==> config.mk <==
export PLATFORM = sky130hd
export DESIGN_NAME = nbit_seq_shift_unit_flat
export DESIGN_NICKNAME = d
export VERILOG_FILES = /design/src/rtl/nbit_seq_shift_unit_if.sv /design/src/rtl/nbit_seq_shift_unit.sv /design/src/flat_wrapper.sv
export SDC_FILE = /design/constraint.sdc
export NUM_CORES = 1
export LEC_CHECK = 0
export ABC_CLOCK_PERIOD_IN_PS = 1900
export BUFFER_PORTS_ARGS = -buffer_cell sky130_fd_sc_hd__buf_2
export CORE_ASPECT_RATIO = 1.2
export CORE_MARGIN = 10
export CORE_UTILIZATION = 45
export CTS_CLUSTER_SIZE = 28
export DETAILED_ROUTE_END_ITERATION = 12
export PLACE_DENSITY_LB_ADDON = 0.3
export SETUP_SLACK_MARGIN = 0.4
export SYNTH_ARGS = -nofsm -noshare
export SYNTH_HDL_FRONTEND = slang
export SYNTH_SLANG_ARGS = --single-unit
==> constraint.sdc <==
create_clock -name clk -period 1.9 [get_ports clk]
set_input_delay 0.19 -clock clk [delete_from_list [all_inputs] [get_ports clk]]
set_output_delay 0.19 -clock clk [all_outputs]
set_load 0.005 [all_outputs]
==> src/rtl/nbit_seq_shift_unit_if.sv <==
// Request/response bundle for the multi-cycle shift/rotate unit.
// The master drives requests and consumes results; the slave is the unit itself.
interface nbit_seq_shift_unit_if #(
   parameter int unsigned WIDTH = 32,
   parameter int unsigned SHW   = $clog2(WIDTH) + 1
);
   logic             in_valid;
   logic             in_ready;
   logic [2:0]       in_op;
   logic [WIDTH-1:0] in_a;
   logic [SHW-1:0]   in_amt;
   logic             out_valid;
   logic             out_ready;
   logic [WIDTH-1:0] out_result;
   logic             out_carry;
   logic             out_zero;

   modport master (
      output in_valid, in_op, in_a, in_amt, out_ready,
      input  in_ready, out_valid, out_result, out_carry, out_zero
   );

   modport slave (
      input  in_valid, in_op, in_a, in_amt, out_ready,
      output in_ready, out_valid, out_result, out_carry, out_zero
   );
endinterface

==> src/rtl/nbit_seq_shift_unit.sv <==
// Multi-cycle shift/rotate unit: one single-bit step per clock until the amount is consumed.
// One operation in flight; valid/ready on both request and result sides.
module nbit_seq_shift_unit #(
   parameter int unsigned WIDTH = 32,
   parameter int unsigned SHW   = $clog2(WIDTH) + 1
) (
   input  logic                  clk,
   input  logic                  rst_n,
   nbit_seq_shift_unit_if.slave  sif
);
   localparam int unsigned LW = $clog2(WIDTH);

   localparam logic [2:0] OP_ROL = 3'b000;
   localparam logic [2:0] OP_ROR = 3'b001;
   localparam logic [2:0] OP_SLL = 3'b010;
   localparam logic [2:0] OP_SRL = 3'b011;
   localparam logic [2:0] OP_SRA = 3'b100;

   typedef enum logic [1:0] {
      IDLE = 2'd0,
      RUN  = 2'd1,
      DONE = 2'd2
   } state_t;

   state_t           state, state_nxt;
   logic [WIDTH-1:0] r, r_nxt;
   logic             carry, carry_nxt;
   logic [2:0]       op, op_nxt;
   logic [SHW-1:0]   cnt, cnt_nxt;

   logic [SHW-1:0]   amt_eff_c;
   logic [WIDTH-1:0] step_r_c;
   logic             step_carry_c;

   // Effective step count: rotates wrap modulo WIDTH, shifts saturate at WIDTH.
   always_comb begin
      amt_eff_c = '0;
      case (sif.in_op)
         OP_ROL, OP_ROR:         amt_eff_c = SHW'(sif.in_amt[LW-1:0]);
         OP_SLL, OP_SRL, OP_SRA: amt_eff_c = (sif.in_amt > SHW'(WIDTH)) ? SHW'(WIDTH) : sif.in_amt;
         default:                amt_eff_c = '0;
      endcase
   end

   // Single-bit step on the work register.
   always_comb begin
      step_r_c     = r;
      step_carry_c = carry;
      case (op)
         OP_ROL: begin
            step_r_c     = {r[WIDTH-2:0], r[WIDTH-1]};
            step_carry_c = r[WIDTH-1];
         end
         OP_ROR: begin
            step_r_c     = {r[0], r[WIDTH-1:1]};
            step_carry_c = r[0];
         end
         OP_SLL: begin
            step_r_c     = {r[WIDTH-2:0], 1'b0};
            step_carry_c = r[WIDTH-1];
         end
         OP_SRL: begin
            step_r_c     = {1'b0, r[WIDTH-1:1]};
            step_carry_c = r[0];
         end
         OP_SRA: begin
            step_r_c     = {r[WIDTH-1], r[WIDTH-1:1]};
            step_carry_c = r[0];
         end
         default: begin
            step_r_c     = r;
            step_carry_c = carry;
         end
      endcase
   end

   // Next-state and datapath update.
   always_comb begin
      state_nxt = state;
      r_nxt     = r;
      carry_nxt = carry;
      op_nxt    = op;
      cnt_nxt   = cnt;
      case (state)
         IDLE: begin
            if (sif.in_valid) begin
               r_nxt     = sif.in_a;
               op_nxt    = sif.in_op;
               carry_nxt = 1'b0;
               cnt_nxt   = amt_eff_c;
               state_nxt = (amt_eff_c == '0) ? DONE : RUN;
            end
         end
         RUN: begin
            r_nxt     = step_r_c;
            carry_nxt = step_carry_c;
            cnt_nxt   = cnt - SHW'(1);
            if (cnt == SHW'(1)) begin
               state_nxt = DONE;
            end
         end
         DONE: begin
            if (sif.out_ready) begin
               state_nxt = IDLE;
            end
         end
         default: state_nxt = IDLE;
      endcase
   end

   always_ff @(posedge clk or negedge rst_n) begin
      if (!rst_n) begin
         state <= IDLE;
         r     <= '0;
         carry <= 1'b0;
         op    <= '0;
         cnt   <= '0;
      end else begin
         state <= state_nxt;
         r     <= r_nxt;
         carry <= carry_nxt;
         op    <= op_nxt;
         cnt   <= cnt_nxt;
      end
   end

   assign sif.in_ready   = (state == IDLE);
   assign sif.out_valid  = (state == DONE);
   assign sif.out_result = r;
   assign sif.out_carry  = carry;
   assign sif.out_zero   = (r == '0);

endmodule

==> src/flat_wrapper.sv <==
// flat-port wrapper written by rule: the top's interface ports become plain ports
module nbit_seq_shift_unit_flat 
#(
   parameter int unsigned WIDTH = 32,
   parameter int unsigned SHW   = $clog2(WIDTH) + 1
)
  (clk, rst_n, sif_in_valid, sif_in_op, sif_in_a, sif_in_amt, sif_out_ready, sif_in_ready, sif_out_valid, sif_out_result, sif_out_carry, sif_out_zero);
  nbit_seq_shift_unit_if #(.WIDTH(WIDTH), .SHW(SHW)) sif_i ();
  input  logic clk;
  input  logic rst_n;
  input wire logic [$bits(sif_i.in_valid)-1:0] sif_in_valid;
  input wire logic [$bits(sif_i.in_op)-1:0] sif_in_op;
  input wire logic [$bits(sif_i.in_a)-1:0] sif_in_a;
  input wire logic [$bits(sif_i.in_amt)-1:0] sif_in_amt;
  input wire logic [$bits(sif_i.out_ready)-1:0] sif_out_ready;
  output wire logic [$bits(sif_i.in_ready)-1:0] sif_in_ready;
  output wire logic [$bits(sif_i.out_valid)-1:0] sif_out_valid;
  output wire logic [$bits(sif_i.out_result)-1:0] sif_out_result;
  output wire logic [$bits(sif_i.out_carry)-1:0] sif_out_carry;
  output wire logic [$bits(sif_i.out_zero)-1:0] sif_out_zero;
  assign sif_i.in_valid = sif_in_valid;
  assign sif_i.in_op = sif_in_op;
  assign sif_i.in_a = sif_in_a;
  assign sif_i.in_amt = sif_in_amt;
  assign sif_i.out_ready = sif_out_ready;
  assign sif_in_ready = sif_i.in_ready;
  assign sif_out_valid = sif_i.out_valid;
  assign sif_out_result = sif_i.out_result;
  assign sif_out_carry = sif_i.out_carry;
  assign sif_out_zero = sif_i.out_zero;
  nbit_seq_shift_unit #(.WIDTH(WIDTH), .SHW(SHW)) u_core (.clk(clk), .rst_n(rst_n), .sif(sif_i));
endmodule
==> flow_metrics.tcl <==
set metrics [dict create \
    reg2regPathDepth 6 \
    cp-end-kind "output port" \
    total_switching_power_w 0.00400 \
    viasPerCell 5.98 \
    cts_tree "done" \
    rsz0062_at_grt "true" \
    worst_hold_path.num_cells 3 \
    power_per_unit_of_standard_cell_area_nw_per_um2 2070 \
    post_synth_edffs 0 \
    die_h_um 107 \
    synth_flop_cell "dfrtp_1" \
    area_of_the_die_um2 9850 \
    clock_skew_ns 0.00864 \
    final_cells 499 \
    critPathArrivalTime_ns 1.54 \
    clock_latency_ns 0.30 \
    syn-instance-count 319 \
    finalSetupViolCount 0 \
    post_synth.cell_area_avg_um2 8.84 \
    synthesis.yosys.warnings 0 \
    initialDrtViolationCount 193 \
    period_share_pct 91.1 \
    post_synth_instance_area_um2 2820 \
    crit_path_category "reg -> out" \
    finalHoldWorstSlack_ns 0.132 \
    synthDistinctLibCells 47 \
    num-fill-cells 460 \
    first_global_vias 2987 \
    hold_path.class "in -> reg" \
    area_growth_syn_to_layout_pct 46.0 \
    initial_utilization_pct 46.6 \
    core_region_area_um2 6050 \
    share_clk_of_total_power_pct 7.7 \
    grt_max_degree 64 \
    fin_tns_setup_ns 0 \
    relSlewSlack_pct 64.1 \
    critical_path.startpoint_type "flop" \
    critical_path_peak_fanout 2 \
    finalPower_w 0.00853 \
    detailedPlacementHpwl_um 6040 \
    gpl.final_weighted_congestion 0.835 \
    report.final.hold_viol_count 0 \
    synth.net_count 366 \
    seq_total_area_yosys_pct 39.0 \
    fp-row-count 31 \
    internal_power_w 0.00453 \
    design.portCount 81 \
    clkSlewWorstSetupHoldPaths_ns 0.08 \
    drt_pre_antenna_iters 4 \
    final_period_minus_worst_setup_slack_ns 1.73 \
    seq_power_share_pct 26.8 \
    initial_antenna_violation_count 0 \
    cts_made_buffers 5 \
    nets 464 \
    layout-drive-gt1-share_pct 51.6 \
    swShare_pct 46.9 \
    die_w_um 92.3 \
    share_of_async_settable_or_async_resettable_flops_after_synthesis_pct 100 \
    outcome "finished, final reports clean" \
    cp.required_ns 1.71 \
    insertedDiodeCount 0 \
    detailroute.via_count 2985 \
    htree_levels 2 \
    p_leak_nw 1.75 \
    drt-wirelength-per-cell_um 19.7 \
    portBuffers 80 \
    detail_route.wirelength_um 9820 \
    grt_pass1_wl_um 14700 \
    ctsLongestPathBuffers 2 \
    cts_root_cell "clkbuf_8" \
    globalRoute.totalOverflow 0 \
    fmax_mhz 578 \
    drc 0 \
    combinational_power_share_pct 65.5 \
    antenna_left 0 \
    max_cap_viol_count 0 \
    tightest_slew_ns 0.538 \
    dp.cells 467 \
    slew_viol_final 0 \
    synth_seq_cells 44 \
    irDropWorstVdd_mv 1.24 \
    track_usage_pct 17.8 \
    clkSinkCount 44 \
]
cells by family after synthesis:
logic type,count (synthesis),synth area share [%]
flip-flops,44,39.0
adder cells (fa/ha/maj),2,0.887
buffers and inverters,35,7.32
multiplexers,5,1.86
AND/OR/NAND/NOR,118,18.4
AO/OA/AOI/OAI,115,32.5
power groups by stage:
stage | Combinational [W] | Sequential (W) | Clock, W
3_3_place_gp | 0.00397 | 0.00211 | 0
4_1_cts | 0.00489 | 0.00213 | 0.000661
2_1_floorplan | 0.00307 | 0.00200 | 0
6_report | 0.00559 | 0.00229 | 0.000657
5_1_grt | 0.00603 | 0.00235 | 0.000719
3_5_place_dp | 0.00411 | 0.00213 | 0
synthesized netlist by cell type, types with 4 or more instances:
cell | count | area share (%)
a21boi_0 | 19 | 5.1
a21boi_2 | 10 | 4.0
a31oi_1 | 29 | 6.4
buf_2 | 9 | 1.6
buf_6 | 5 | 2.0
clkbuf_1 | 10 | 1.3
dfrtp_1 | 44 | 39
inv_1 | 6 | 0.80
nand2_1 | 44 | 5.9
nand2b_1 | 4 | 0.89
nand3_1 | 6 | 1.1
nor2_1 | 42 | 5.6
nor3_1 | 4 | 0.71
nor4_1 | 10 | 2.2
o21ai_0 | 4 | 0.71
o31ai_1 | 21 | 5.6
o31ai_2 | 10 | 4.4
registers in the layout, summed over array words and instances (netlist names):
signal and flops:
u_core.op 3, u_core.state 2, u_core.cnt 6, u_core.sif.out_result 32, u_core.sif.out_carry 1
worst paths after layout:
| kind | from | endpoint | slack [ns] |
|---|---|---|---|
| hold reg to reg | u_core.sif.out_carry | u_core.sif.out_carry | 0.50 |
| max in group asynchronous | rst_n | u_core.sif.out_result[31] | 0.97 |
| min in group asynchronous | rst_n | u_core.sif.out_result[29] | 0.40 |
| setup / recovery | u_core.sif.out_result[31] | sif_out_zero | 0.17 |
| hold / removal | sif_in_op[0] | u_core.op[0] | 0.13 |
| setup reg to reg | u_core.op[1] | u_core.sif.out_result[8] | 0.24 |
cell usage in the layout (no fill, tap or decap), types with 2 or more instances in the layout:
master / count
nand2_1: 43
ha_1: 2
o22ai_1: 2
buf_6: 4
nand2b_2: 2
clkbuf_8: 7
o31ai_1: 19
mux2i_1: 3
buf_2: 80
a21boi_2: 27
nor3_1: 3
nor2_1: 42
inv_1: 6
nand3_1: 6
dfrtp_1: 28
buf_4: 24
buf_16: 3
a31oi_2: 4
a31oi_4: 7
nor4_4: 6
o211ai_1: 3
o31ai_2: 12
nor4_1: 3
mux2_2: 2
dfrtp_2: 16
a31oi_1: 18
a21boi_4: 2
nand4_1: 2
buf_12: 7
o21ai_0: 4
stage by stage:
| step | utilization, % | setup WS [ns] | instance area, um2 |
|---|---|---|---|
| detailed placement | 55.9 | 0.275 | 3380 |
| CTS | 63.2 | 0.229 | 3820 |
| finish | 68.1 | 0.169 | 4120 |
| floorplan | - | 0.281 | 2910 |
| global placement | 55.9 | 0.331 | 3380 |
| global route | 68.1 | 0.102 | 4120 |
per-layer routing:
metal,global-route usage [%],routed length (um),vias to the layer above,part of all wire (%)
li1,-,-,1380,-
met1,20.7,3900,1458,40
met2,30.7,5040,124,51
met3,4.82,650,23,6.6
met4,6.51,232,0,2.4
met5,0,0,-,0
critical path: stages (launching register included):
cell and delay, ns:
dfrtp_2 0.42, nor4_1 0.33, nand4_1 0.21, nor2_1 0.15, buf_2 0.13
final cells by class:
type / instances / area (um2) / share of cell area (%)
Sequential cell: 44 / 1120 / 27.2
Inverter: 6 / 22.5 / 0.547
Tap cell: 82 / 103 / 2.49
Multi-Input combinational cell: 240 / 1900 / 46.2
Timing Repair Buffer: 120 / 873 / 21.2
Clock buffer: 7 / 96.3 / 2.34
repair_timing:
item | in CTS | in global routing
hold buffers | 1 | 0
gates resized for setup | 36 | 40
pin swaps | 8 | 11
gates cloned | 5 | 0
endpoints found under the setup margin | 35 | 36
hold endpoints to repair | 21 | 0
setup buffers | 11 | 8
Power figures use the tool's default switching activity.
